`config.mk`:
```
export PLATFORM = sky130hd
export DESIGN_NAME = mux_2to1_5bit
export DESIGN_NICKNAME = d
export VERILOG_FILES = /design/src/rtl/mips_pkg.sv /design/src/rtl/mux2_core.sv /design/src/rtl/mux_2to1_5bit.sv
export SDC_FILE = /design/constraint.sdc
export NUM_CORES = 1
export LEC_CHECK = 0
export ABC_AREA = 1
export BUFFER_PORTS_ARGS = -buffer_cell sky130_fd_sc_hd__buf_2
export CORE_AREA = 2 2 39 41
export CTS_CLUSTER_SIZE = 20
export DETAILED_ROUTE_END_ITERATION = 8
export DIE_AREA = 0 0 41 43
export HOLD_SLACK_MARGIN = 0.06
export PLACE_DENSITY = 0.5
export SLEW_MARGIN = 20
export SYNTH_ARGS = -nofsm -noshare
export SYNTH_HDL_FRONTEND = slang
export SYNTH_SLANG_ARGS = --single-unit
export TNS_END_PERCENT = 10
```
`constraint.sdc`:
```
create_clock -name clk -period 0.9 [get_ports clk]
set_input_delay 0.045 -clock clk [delete_from_list [all_inputs] [get_ports clk]]
set_output_delay 0.045 -clock clk [all_outputs]
set_load 0.01 [all_outputs]
```
`src/rtl/mips_pkg.sv`:
```
// Shared MIPS datapath definitions: register-file address width and type.
package mips_pkg;

    localparam int REG_ADDR_W = 5;

    typedef logic [REG_ADDR_W-1:0] reg_addr_t;

endpackage

```
`src/rtl/mux2_core.sv`:
```
// Purely combinational 2:1 select. An unknown select yields all-X so that
// a floating control line is visible in simulation instead of being masked.
module mux2_core #(
    parameter int WIDTH = 5
) (
    input  logic             i_sel,
    input  logic [WIDTH-1:0] i_a,
    input  logic [WIDTH-1:0] i_b,
    output logic [WIDTH-1:0] o_y
);

    // Select i_a when i_sel = 0, i_b when i_sel = 1, X otherwise.
    always_comb begin
        o_y = 'x;
        case (i_sel)
            1'b0:    o_y = i_a;
            1'b1:    o_y = i_b;
            default: o_y = 'x;
        endcase
    end

endmodule

```
`src/rtl/mux_2to1_5bit.sv`:
```
// Destination-register select mux (rt vs rd) for the MIPS datapath.
// The port order is positional-compatible with older instances that only
// wire out, ctrl, in1 and in2; the registered copy is appended after them.
module mux_2to1_5bit
    import mips_pkg::*;
#(
    parameter int WIDTH = REG_ADDR_W
) (
    output logic [WIDTH-1:0] out,
    input  logic             ctrl,
    input  logic [WIDTH-1:0] in1,
    input  logic [WIDTH-1:0] in2,
    input  logic             clk,
    input  logic             rst,
    output logic [WIDTH-1:0] out_q,
    output logic             sel_q
);

    logic [WIDTH-1:0] w_mux;
    logic [WIDTH-1:0] r_out_q;
    logic             r_sel_q;

    mux2_core #(
        .WIDTH (WIDTH)
    ) u_core (
        .i_sel (ctrl),
        .i_a   (in1),
        .i_b   (in2),
        .o_y   (w_mux)
    );

    // Capture the selection and its select bit every edge; reset wins.
    always_ff @(posedge clk) begin
        if (rst) begin
            r_out_q <= '0;
            r_sel_q <= 1'b0;
        end else begin
            r_out_q <= w_mux;
            r_sel_q <= ctrl;
        end
    end

    assign out   = w_mux;
    assign out_q = r_out_q;
    assign sel_q = r_sel_q;

endmodule

```
# Word level (Yosys, flattened, before mapping)
# Cells that the tools add are included.
[word_totals] regBits=6 latch_bits=0 ramBits=0 mem_bits_ro=0 input_bits=13 output_inout_bits=11 elab_cells=4 mem_count=0
[op_classes] n_addsub=0 multipliers=0 div_mod_pow=0 n_lt_le_gt_ge=0 eq_ne=0 shift=0 mux=1 bitwise=1 reduce_logical=0
[ops] cell="case mux 5 bit (2 select lines)" n=1
[ops] cell="inverter 1 bit" n=1

# Longest topological paths before layout
# Gate-level depths: netlist (run 1).
[logic_depth] word_depth=2 ltp_mapped=4

# Cells and area by module
# From an unflattened synthesis (run 1), not the netlist that was laid out.
[unflattened] hier_cells=34 area_unflattened_um2=225.2
[by_module_without_submodules] mod="mux_2to1_5bit" instances=1 cells_per_inst=18 area_per_inst_um2=165.2 seq_area_each_um2=120.1
[by_module_without_submodules] mod="mux2_core" instances=1 cells_per_inst=16 area_per_inst_um2=60.1 seq_area_each_um2=0.0

# Worst setup path before layout (run 1)
# No wires, ideal clock.
[synth_path] path_kind="flip-flop to output port" start="register r_out_q[0] (netlist: out_q[0])" end="output out_q[0]" arrival_ns=0.331 required_ns=0.855 path_slack_ns=0.524 stages_incl_launch_ff=1 n_path_buf=0 cell_sequence="dfxtp_1"
[synth_rtl] item="from (decl)" line="mux_2to1_5bit.sv:20" source="logic [WIDTH-1:0] r_out_q;"
[synth_rtl] item="from (signal assigned)" line="mux_2to1_5bit.sv:38" source="r_out_q <= w_mux;"
[synth_rtl] item="to (decl)" line="mux_2to1_5bit.sv:15" source="output logic [WIDTH-1:0] out_q,"
# No word-level cell between the ends.

# Worst setup path after layout (run 1)
[layout_path] start="register r_sel_q (netlist: sel_q)" end="output sel_q"
[layout_rtl] item="from (decl)" line="mux_2to1_5bit.sv:21" source="logic r_sel_q;"
[layout_rtl] item="from (signal assigned)" line="mux_2to1_5bit.sv:39" source="r_sel_q <= ctrl;"
[layout_rtl] item="to (decl)" line="mux_2to1_5bit.sv:16" source="output logic sel_q"
# No word-level cell between the ends.

==> results of run 1 <==
==> through the flow <==
step	instance area, um2	util
after floorplan	262	-
after global placement	397	0.287
after detailed placement	397	0.287
after CTS	429	0.310
after global routing	429	0.310
final	429	0.310
==> cell type report <==
| type | count | area (um2) |
|---|---|---|
| clock buffer | 3 | 22.5 |
| tap | 16 | 20.0 |
| timing repair buffer | 24 | 125 |
| multi-input combinational | 21 | 81.3 |
| fill | 172 | 955 |
| inverter | 16 | 60.1 |
| sequential | 6 | 120 |
==> power by group through the flow <==
| stage | combinational (mW) | clock [mW] | sequential, mW |
|---|---|---|---|
| after floorplan | 0.0535 | 0 | 0.304 |
| after global placement | 0.134 | 0 | 0.293 |
| after detailed placement | 0.134 | 0 | 0.293 |
| after CTS | 0.138 | 0.248 | 0.288 |
| after global routing | 0.155 | 0.256 | 0.289 |
| final | 0.134 | 0.231 | 0.288 |
==> worst paths after layout <==
kind | start | to | cells after the start
setup / recovery | sel_q | sel_q | 1
hold / removal | in1[2] | out_q[2] | 5
==> registers in the layout, indices dropped and copies added (netlist names) <==
| register | flops |
|---|---|
| sel_q | 1 |
| out_q | 5 |
==> cell usage in the layout (no fill, tap or decap) <==
cell           synthesis  layout
nor2_1                 5       5
buf_2                  0      23
inv_1                 15      15
inv_2                  1       1
nor2_2                 1       1
nand2_1               15      15
clkbuf_4               0       3
dfxtp_1                6       6
dlygate4sd3_1          0       1
==> cell families after synthesis <==
| kind of cell | synth area share |
|---|---|
| buffers and inverters | 0.230 |
| and+or+nand+nor | 0.311 |
| DFF | 0.459 |
==> metal layers <==
metal	track usage	share of wire
met2	0.0938	0.51
met3	0	0.11
met5	0	0
met4	0.100	0
met1	0.0774	0.37
==> timing repair <==
| item | in CTS | in global routing |
|---|---|---|
| buffers inserted | 0 | 0 |
| hold endpoints to repair | 6 | 0 |
| hold buffers | 1 | 0 |
| endpoints found under the setup margin | 0 | 0 |
==> summary.txt, run 1 <==
Clock tree
  • Sink Count: 6
  • Max H-tree Level: 1
  • Clk buf depth: 2
  • Reg clk slew, reported paths: 40 ps
  • CTS Buf Count: 3
  • Cts repair resizes: 0
  • TritonCTS clock tree: done
  • Root Driver: clkbuf_4

Critical path
  • CP Buf/Inv Count: 1
  • Max FO, Critical Path: 1
  • Family with the most delay on the worst path: flip-flops
  • Worst path max stage delay: 300 ps
  • CP startpoint kind: register
  • Critical Path End Type: primary output
  • Crit-path cells: buf_2
  • Crit path DAT: 650 ps
  • WP data required: 850 ps
  • CP max stage cell: dfxtp_1
  • CP Class: reg2out

Place
  • Post-detail-place hpwl: 473 um
  • Port bufs: 23
  • Pre-CTS setup slack: 256 ps
  • Gpl congestion: 0.678
  • Placed Cells: 82

Layout
  • Share of cells above drive strength 1: 0.400
  • Syn-to-layout area delta: 64.1%
  • Antenna diodes: 0
  • Final Net Count: 85
  • Non-Filler Instances: 86

STA
  • Relative slew slack: 0.929
  • Post-route minimum period: 696 ps
  • Worst setup margin: 204 ps
  • Final Slew Violations: 0
  • Setup_tns: 0 ps
  • Unrepaired setup endpoints after global routing: no
  • Hold Vio Cnt, Final: 0
  • Setup violators final: 0
  • Tcrit/Tclk final: 0.773
  • Hold_ws: 126 ps
  • Fmax: 1.44 GHz
  • Worst-margin pin slew: 107 ps

Logic synthesis
  • Mapped Nets: 56
  • Synthesis Warnings: 0
  • Top post-synthesis cells by area: dfxtp_1, inv_1, nand2_1, nor2_1, nor2_2
  • Synth top area share: 0.459
  • Ys async rst share: 0
  • EDFF count, synth: 0
  • Sequential share of the synthesized area: 0.459
  • Syn avg cell area: 6.08 um2
  • Top cells by count, synth: inv_1, nand2_1, dfxtp_1
  • Synth Flop Type: dfxtp_1
  • Synth Instances: 43
  • #FFs+latches synth: 6
  • Netlist cell types: 6
  • Area leader, netlist: dfxtp_1
  • Synthesized cell area: 262 um2

Floorplanning
  • Total core area: 1380 um2
  • Die area: 1760 um2
  • Starting Density: 0.189
  • Chip height: 43 um
  • Die Wd: 41 um
  • Row cnt: 14
  • Top-Level Pins: 24

Power
  • Leakage: 0.299 nW
  • Internal power: 0.497 mW
  • Share of total power in the clock network: 0.354
  • Pwr Total: 0.653 mW
  • Switching pwr: 0.156 mW
  • Max VDD drop: 282 uV
  • Reg power frac: 0.441
  • Power Dens Cells: 1520 nW/um2
  • Switching share of power: 0.240
  • Logic pwr share: 0.205

Detailed routing
  • DR vias/cell: 3.43
  • Total number of vias: 295
  • Starting DRT DRC Count: 0
  • TritonRoute pass-1 iters: 1
  • Remaining antenna violation count after routing: 0
  • DRC: 0
  • Final WL: 538 um
  • Post-DR wirelength/cell: 6.26 um

Global route
  • Antenna violations before repair: 0
  • First-pass GRT wire length: 800 um
  • Largest net degree at the start of global routing: 7
  • Remaining Overflow, GRT: 0
  • Tot GR Track Use: 0.0693
  • Vias in the first global route: 246

Outcome
  • Status: complete, no violations

Min path
  • Worst min path class: in2reg

Job
  • Maxcap violations: 0
Power figures use the tool's default switching activity.
==> run 2: changes to the inputs <==
--- a/config.mk
+++ b/config.mk
@@ -5,14 +5,14 @@
 export SDC_FILE = /design/constraint.sdc
 export NUM_CORES = 1
 export LEC_CHECK = 0
-export ABC_AREA = 1
+export ABC_AREA = 0
 export BUFFER_PORTS_ARGS = -buffer_cell sky130_fd_sc_hd__buf_2
 export CORE_AREA = 2 2 39 41
 export CTS_CLUSTER_SIZE = 20
 export DETAILED_ROUTE_END_ITERATION = 8
 export DIE_AREA = 0 0 41 43
 export HOLD_SLACK_MARGIN = 0.06
-export PLACE_DENSITY = 0.5
+export PLACE_DENSITY = 0.47
 export SLEW_MARGIN = 20
 export SYNTH_ARGS = -nofsm -noshare
 export SYNTH_HDL_FRONTEND = slang
==> constraint.sdc (replaced) <==
create_clock -name clk -period 0.8 [get_ports clk]
set_input_delay 0.04 -clock clk [delete_from_list [all_inputs] [get_ports clk]]
set_output_delay 0.04 -clock clk [all_outputs]
set_load 0.01 [all_outputs]
==> run 2 against run 1 <==
Synthesized cell count fell by 60%. Clock power is 14% higher. Sequential cell count unchanged. Critical path depth increased by 2. Final area down 7.6%. Worst setup slack got worse by 170 ps. Combinational power is 7% higher. Power rose by 12%. Final cell count is 30% lower. Global-route usage up 0.72 points. Count of clock-buffer cells in the layout unchanged. Critical endpoint is now out_q[3]. Largest power group unchanged. Highest routed layer is now met4.
==> summary.txt, run 2 <==
Critical path
  • CP startpoint kind: input port
  • Critical Path End Type: register
  • Crit path DAT: 890 ps
  • CP Class: in2reg
  • WP data required: 930 ps
  • Max FO, Critical Path: 6

Global route
  • Largest net degree at the start of global routing: 7
  • First-pass GRT wire length: 765 um
  • Tot GR Track Use: 0.0765
  • Antenna violations before repair: 0
  • Vias in the first global route: 193
  • Remaining Overflow, GRT: 0

Min path
  • Hold Path Origin: ctrl
  • Worst min path class: in2reg
  • Hold path endpoint: sel_q
  • Hold Path Cell Cnt: 2

Job
  • Maxcap violations: 0

Floorplanning
  • Total core area: 1380 um2
  • Starting Density: 0.164
  • Row cnt: 14
  • Top-Level Pins: 24
  • Die area: 1760 um2
  • Chip height: 43 um
  • Die Wd: 41 um

STA
  • Unrepaired setup endpoints after global routing: no
  • Worst-margin pin slew: 128 ps
  • Tcrit/Tclk final: 0.954
  • Hold Vio Cnt, Final: 0
  • Relative slew slack: 0.915
  • Setup violators final: 0
  • Hold_ws: 124 ps
  • Final Slew Violations: 0
  • Post-route minimum period: 763 ps
  • Fmax: 1.31 GHz

Detailed routing
  • Final WL: 495 um
  • Total number of vias: 211
  • DRC: 0
  • Post-DR wirelength/cell: 8.25 um
  • Starting DRT DRC Count: 0
  • DR vias/cell: 3.52
  • TritonRoute pass-1 iters: 1
  • Remaining antenna violation count after routing: 0

Clock tree
  • Clk buf depth: 2
  • CTS Buf Count: 3
  • Sink Count: 6
  • TritonCTS clock tree: done
  • # Post-CTS Setup Buffers: 0
  • Root Driver: clkbuf_4
  • Max H-tree Level: 1
  • Reg clk slew, reported paths: 40 ps

Power
  • Power Dens Cells: 1840 nW/um2
  • Pwr Total: 0.730 mW
  • Max VDD drop: 388 uV
  • Share of total power in the clock network: 0.362
  • Switching pwr: 0.158 mW
  • Reg power frac: 0.442
  • Internal power: 0.571 mW
  • Switching share of power: 0.217
  • Logic pwr share: 0.196
  • Leakage: 0.215 nW

Place
  • Gpl congestion: 0.597
  • Port bufs: 23
  • Post-detail-place hpwl: 401 um

Logic synthesis
  • Sequential share of the synthesized area: 0.530
  • Synth top area share: 0.530
  • Netlist cell types: 5
  • Most common cell in the netlist: dfxtp_1
  • Ys async rst share: 0
  • Synthesized cell area: 226 um2
  • Synthesis Warnings: 0
  • #FFs+latches synth: 6
  • Synth Flop Type: dfxtp_1
  • EDFF count, synth: 0
  • Top post-synthesis cells by area: dfxtp_1, mux2_2, and2b_1, nor2b_4, nor2b_1
  • Synth Instances: 17
  • Top cells by count, synth: dfxtp_1, mux2_2, and2b_1
  • Area leader, netlist: dfxtp_1
  • Syn avg cell area: 13.3 um2
  • Mapped Nets: 30

Layout
  • Most frequent cells in the layout: buf_2, dfxtp_1, mux2_2, and2b_1, clkbuf_4
  • Share of cells above drive strength 1: 0.727
  • Max FFs per register: 5
  • Syn-to-layout area delta: 75.1%
  • Final Net Count: 59
  • Commonest non-fill, non-tap cell in the layout: buf_2
  • Antenna diodes: 0

Outcome
  • Status: complete, no violations
[run 2: worst max-delay path by stage]
stage / start / end / cells past startpoint
2_1_floorplan: ctrl / out_q[0] / 2
3_3_place_gp: ctrl / out_q[3] / 3
3_5_place_dp: ctrl / out_q[3] / 3
4_1_cts: rst / out_q[3] / 3
5_1_grt: rst / out_q[0] / 3
6_report: rst / out_q[3] / 3
[run 2: routing by layer]
metal | global-route usage | vias up | share of wire
met3 | 0.0314 | 2 | 0.13
met5 | 0 | - | 0
li1 | - | 111 | -
met4 | 0.120 | 0 | 0.038
met1 | 0.0649 | 82 | 0.37
met2 | 0.100 | 16 | 0.45
[run 2: area by class of cell]
type,count,area (um2)
sequential,6,120
tap,16,20.0
multi-input combinational,11,106
clock buffer,3,22.5
fill,144,987
timing repair buffer,24,128
[run 2: kinds of logic after synthesis]
group,share of synthesized area
DFF,0.530
muxes,0.249
and+or+nand+nor,0.221
[run 2: critical path, stage by stage]
cell and delay [ps]:
dlygate4sd3_1 530, buf_4 140, and2b_1 180
[run 2: timing repair]
item / 4_1_cts / 5_1_grt
endpoints found under the setup margin: 0 / 4
resized for setup: 0 / 2
hold buffers: 1 / 0
endpoints found under the hold margin: 2 / 0
[run 2: power groups by stage]
stage          clock network, mW  registers [mW]  logic, mW
6_report                   0.264           0.323      0.143
4_1_cts                    0.280           0.323      0.145
3_5_place_dp                   0           0.328      0.141
5_1_grt                    0.302           0.324      0.158
2_1_floorplan                  0           0.340     0.0544
3_3_place_gp                   0           0.329      0.140
[run 2: metrics by stage]
stage	setup WS, ps	TNS [ps]	utilization	cells	cell area (um2)
after floorplan	147	0	-	17	226
after global placement	-23.4	-62.8	0.261	56	362
after detailed placement	-39.5	-140	0.261	56	362
after CTS	19.2	0	0.285	60	394
after global routing	13.5	0	0.287	60	397
final	36.6	0	0.287	60	397
==> run 3: changes to the inputs <==
--- a/config.mk
+++ b/config.mk
@@ -5,7 +5,6 @@
 export SDC_FILE = /design/constraint.sdc
 export NUM_CORES = 1
 export LEC_CHECK = 0
-export ABC_AREA = 0
 export BUFFER_PORTS_ARGS = -buffer_cell sky130_fd_sc_hd__buf_2
 export CORE_AREA = 2 2 39 41
 export CTS_CLUSTER_SIZE = 20
==> constraint.sdc (replaced) <==
create_clock -name clk -period 0.85 [get_ports clk]
set_input_delay 0.0425 -clock clk [delete_from_list [all_inputs] [get_ports clk]]
set_output_delay 0.0425 -clock clk [all_outputs]
set_load 0.01 [all_outputs]
==> run 3 against run 2 <==
Final cell count unchanged. Non-clock buffer count did not move. Clock power fell by 6%. Via count is 0.47% higher. Power down 6.1%. Routed wire length down 0.81%. Critical path depth unchanged.
==> summary.txt, run 3 (synthesis gave the netlist of run 2 again) <==
Outcome
  • Status: complete, no violations

Detailed routing
  • Remaining antenna violation count after routing: 0
  • DRC: 0
  • Final WL: 491 um
  • Post-DR wirelength/cell: 8.18 um
  • Total number of vias: 212
  • TritonRoute pass-1 iters: 1
  • Starting DRT DRC Count: 0
  • DR vias/cell: 3.53

Clock tree
  • CTS Buf Count: 3
  • # Post-CTS Setup Buffers: 0
  • Root Driver: clkbuf_4
  • Cts repair resizes: 0
  • Clk buf depth: 2
  • Sink Count: 6
  • Max H-tree Level: 1
  • Hold_buf cts: 1
  • TritonCTS clock tree: done
  • Reg clk slew, reported paths: 40 ps

Critical path
  • Max FO, Critical Path: 6
  • CP startpoint kind: input port
  • WP data required: 980 ps
  • Crit path DAT: 920 ps
  • CP Class: in2reg
  • Critical Path End Type: register

Layout
  • Syn-to-layout area delta: 74.0%
  • Non-Filler Instances: 60
  • Final Net Count: 59
  • Share of cells above drive strength 1: 0.727
  • Antenna diodes: 0
  • Most frequent cells in the layout: buf_2, dfxtp_1, mux2_2, and2b_1, clkbuf_4
  • Total of fill cells in the finished design: 143
  • Max FFs per register: 5
  • Post-route cell area: 394 um2
  • Commonest non-fill, non-tap cell in the layout: buf_2

Floorplanning
  • Die Wd: 41 um
  • Top-Level Pins: 24
  • Die area: 1760 um2
  • Total core area: 1380 um2
  • Row cnt: 14
  • Chip height: 43 um
  • Starting Density: 0.164

STA
  • Hold_ws: 131 ps
  • Relative slew slack: 0.911
  • Worst setup margin: 58.5 ps
  • Unrepaired setup endpoints after global routing: no
  • Post-route minimum period: 791 ps
  • Setup violators final: 0
  • Setup_tns: 0 ps
  • Hold Vio Cnt, Final: 0
  • Tcrit/Tclk final: 0.931
  • Final Slew Violations: 0
  • Worst-margin pin slew: 133 ps
  • Fmax: 1.26 GHz

Place
  • Pre-CTS setup slack: 8.00 ps
  • Placed Cells: 56
  • Post-detail-place hpwl: 401 um
  • Gpl congestion: 0.597
  • Port bufs: 23
  • Post-DP Area: 362 um2

Global route
  • Remaining Overflow, GRT: 0
  • Largest net degree at the start of global routing: 7
  • Vias in the first global route: 193
  • Tot GR Track Use: 0.0765
  • First-pass GRT wire length: 765 um
  • Antenna violations before repair: 0

Min path
  • Hold Path Cell Cnt: 2
  • Hold path endpoint: sel_q
  • Worst min path class: in2reg
  • Hold Path Origin: ctrl

Power
  • Max VDD drop: 365 uV
  • Power Dens Cells: 1740 nW/um2
  • Leakage: 0.214 nW

Job
  • Maxcap violations: 0
==> run 3: cell counts in the layout (fill, tap and decap cells not counted) <==
Identical to the previous run, type by type.
==> run 3: report_power, final <==
group          total [mW]  switching [mW]  internal [mW]
combinational       0.133          0.0566         0.0764
sequential          0.304         0.00296          0.301
clock               0.248          0.0891          0.159
==> run 3: metrics by stage <==
step / power (mW) / util
after floorplan: 0.371 / -
after global placement: 0.441 / 0.261
after detailed placement: 0.441 / 0.261
after CTS: 0.704 / 0.285
after global routing: 0.736 / 0.285
final: 0.685 / 0.285
==> run 3: area by class of cell <==
class | instances | area [um2] | area share
Tap cell | 16 | 20.0 | 0.0508
Clock buffer | 3 | 22.5 | 0.0571
Sequential cell | 6 | 120 | 0.305
Multi-Input combinational cell | 11 | 106 | 0.270
Timing Repair Buffer | 24 | 125 | 0.317
==> run 3: worst max-delay path, cell delays in order <==
cell	delay, ps
dlygate4sd3_1	520
buf_2	170
and2b_1	190
==> run 3: how the worst max path moves through the flow <==
| stage | start | end | slack (ps) | cells after the start |
|---|---|---|---|---|
| 2_1_floorplan | ctrl | out_q[0] | 190 | 2 |
| 3_3_place_gp | ctrl | out_q[3] | 20 | 3 |
| 3_5_place_dp | ctrl | out_q[3] | 8 | 3 |
| 4_1_cts | rst | out_q[3] | 70 | 3 |
| 5_1_grt | rst | out_q[0] | 20 | 3 |
| 6_report | rst | out_q[3] | 60 | 3 |
==> run 3: metal layers <==
metal	global-route usage	wire length (um)
met5	0	0
met2	0.100	221
met3	0.0314	65
met4	0.120	19
met1	0.0649	185
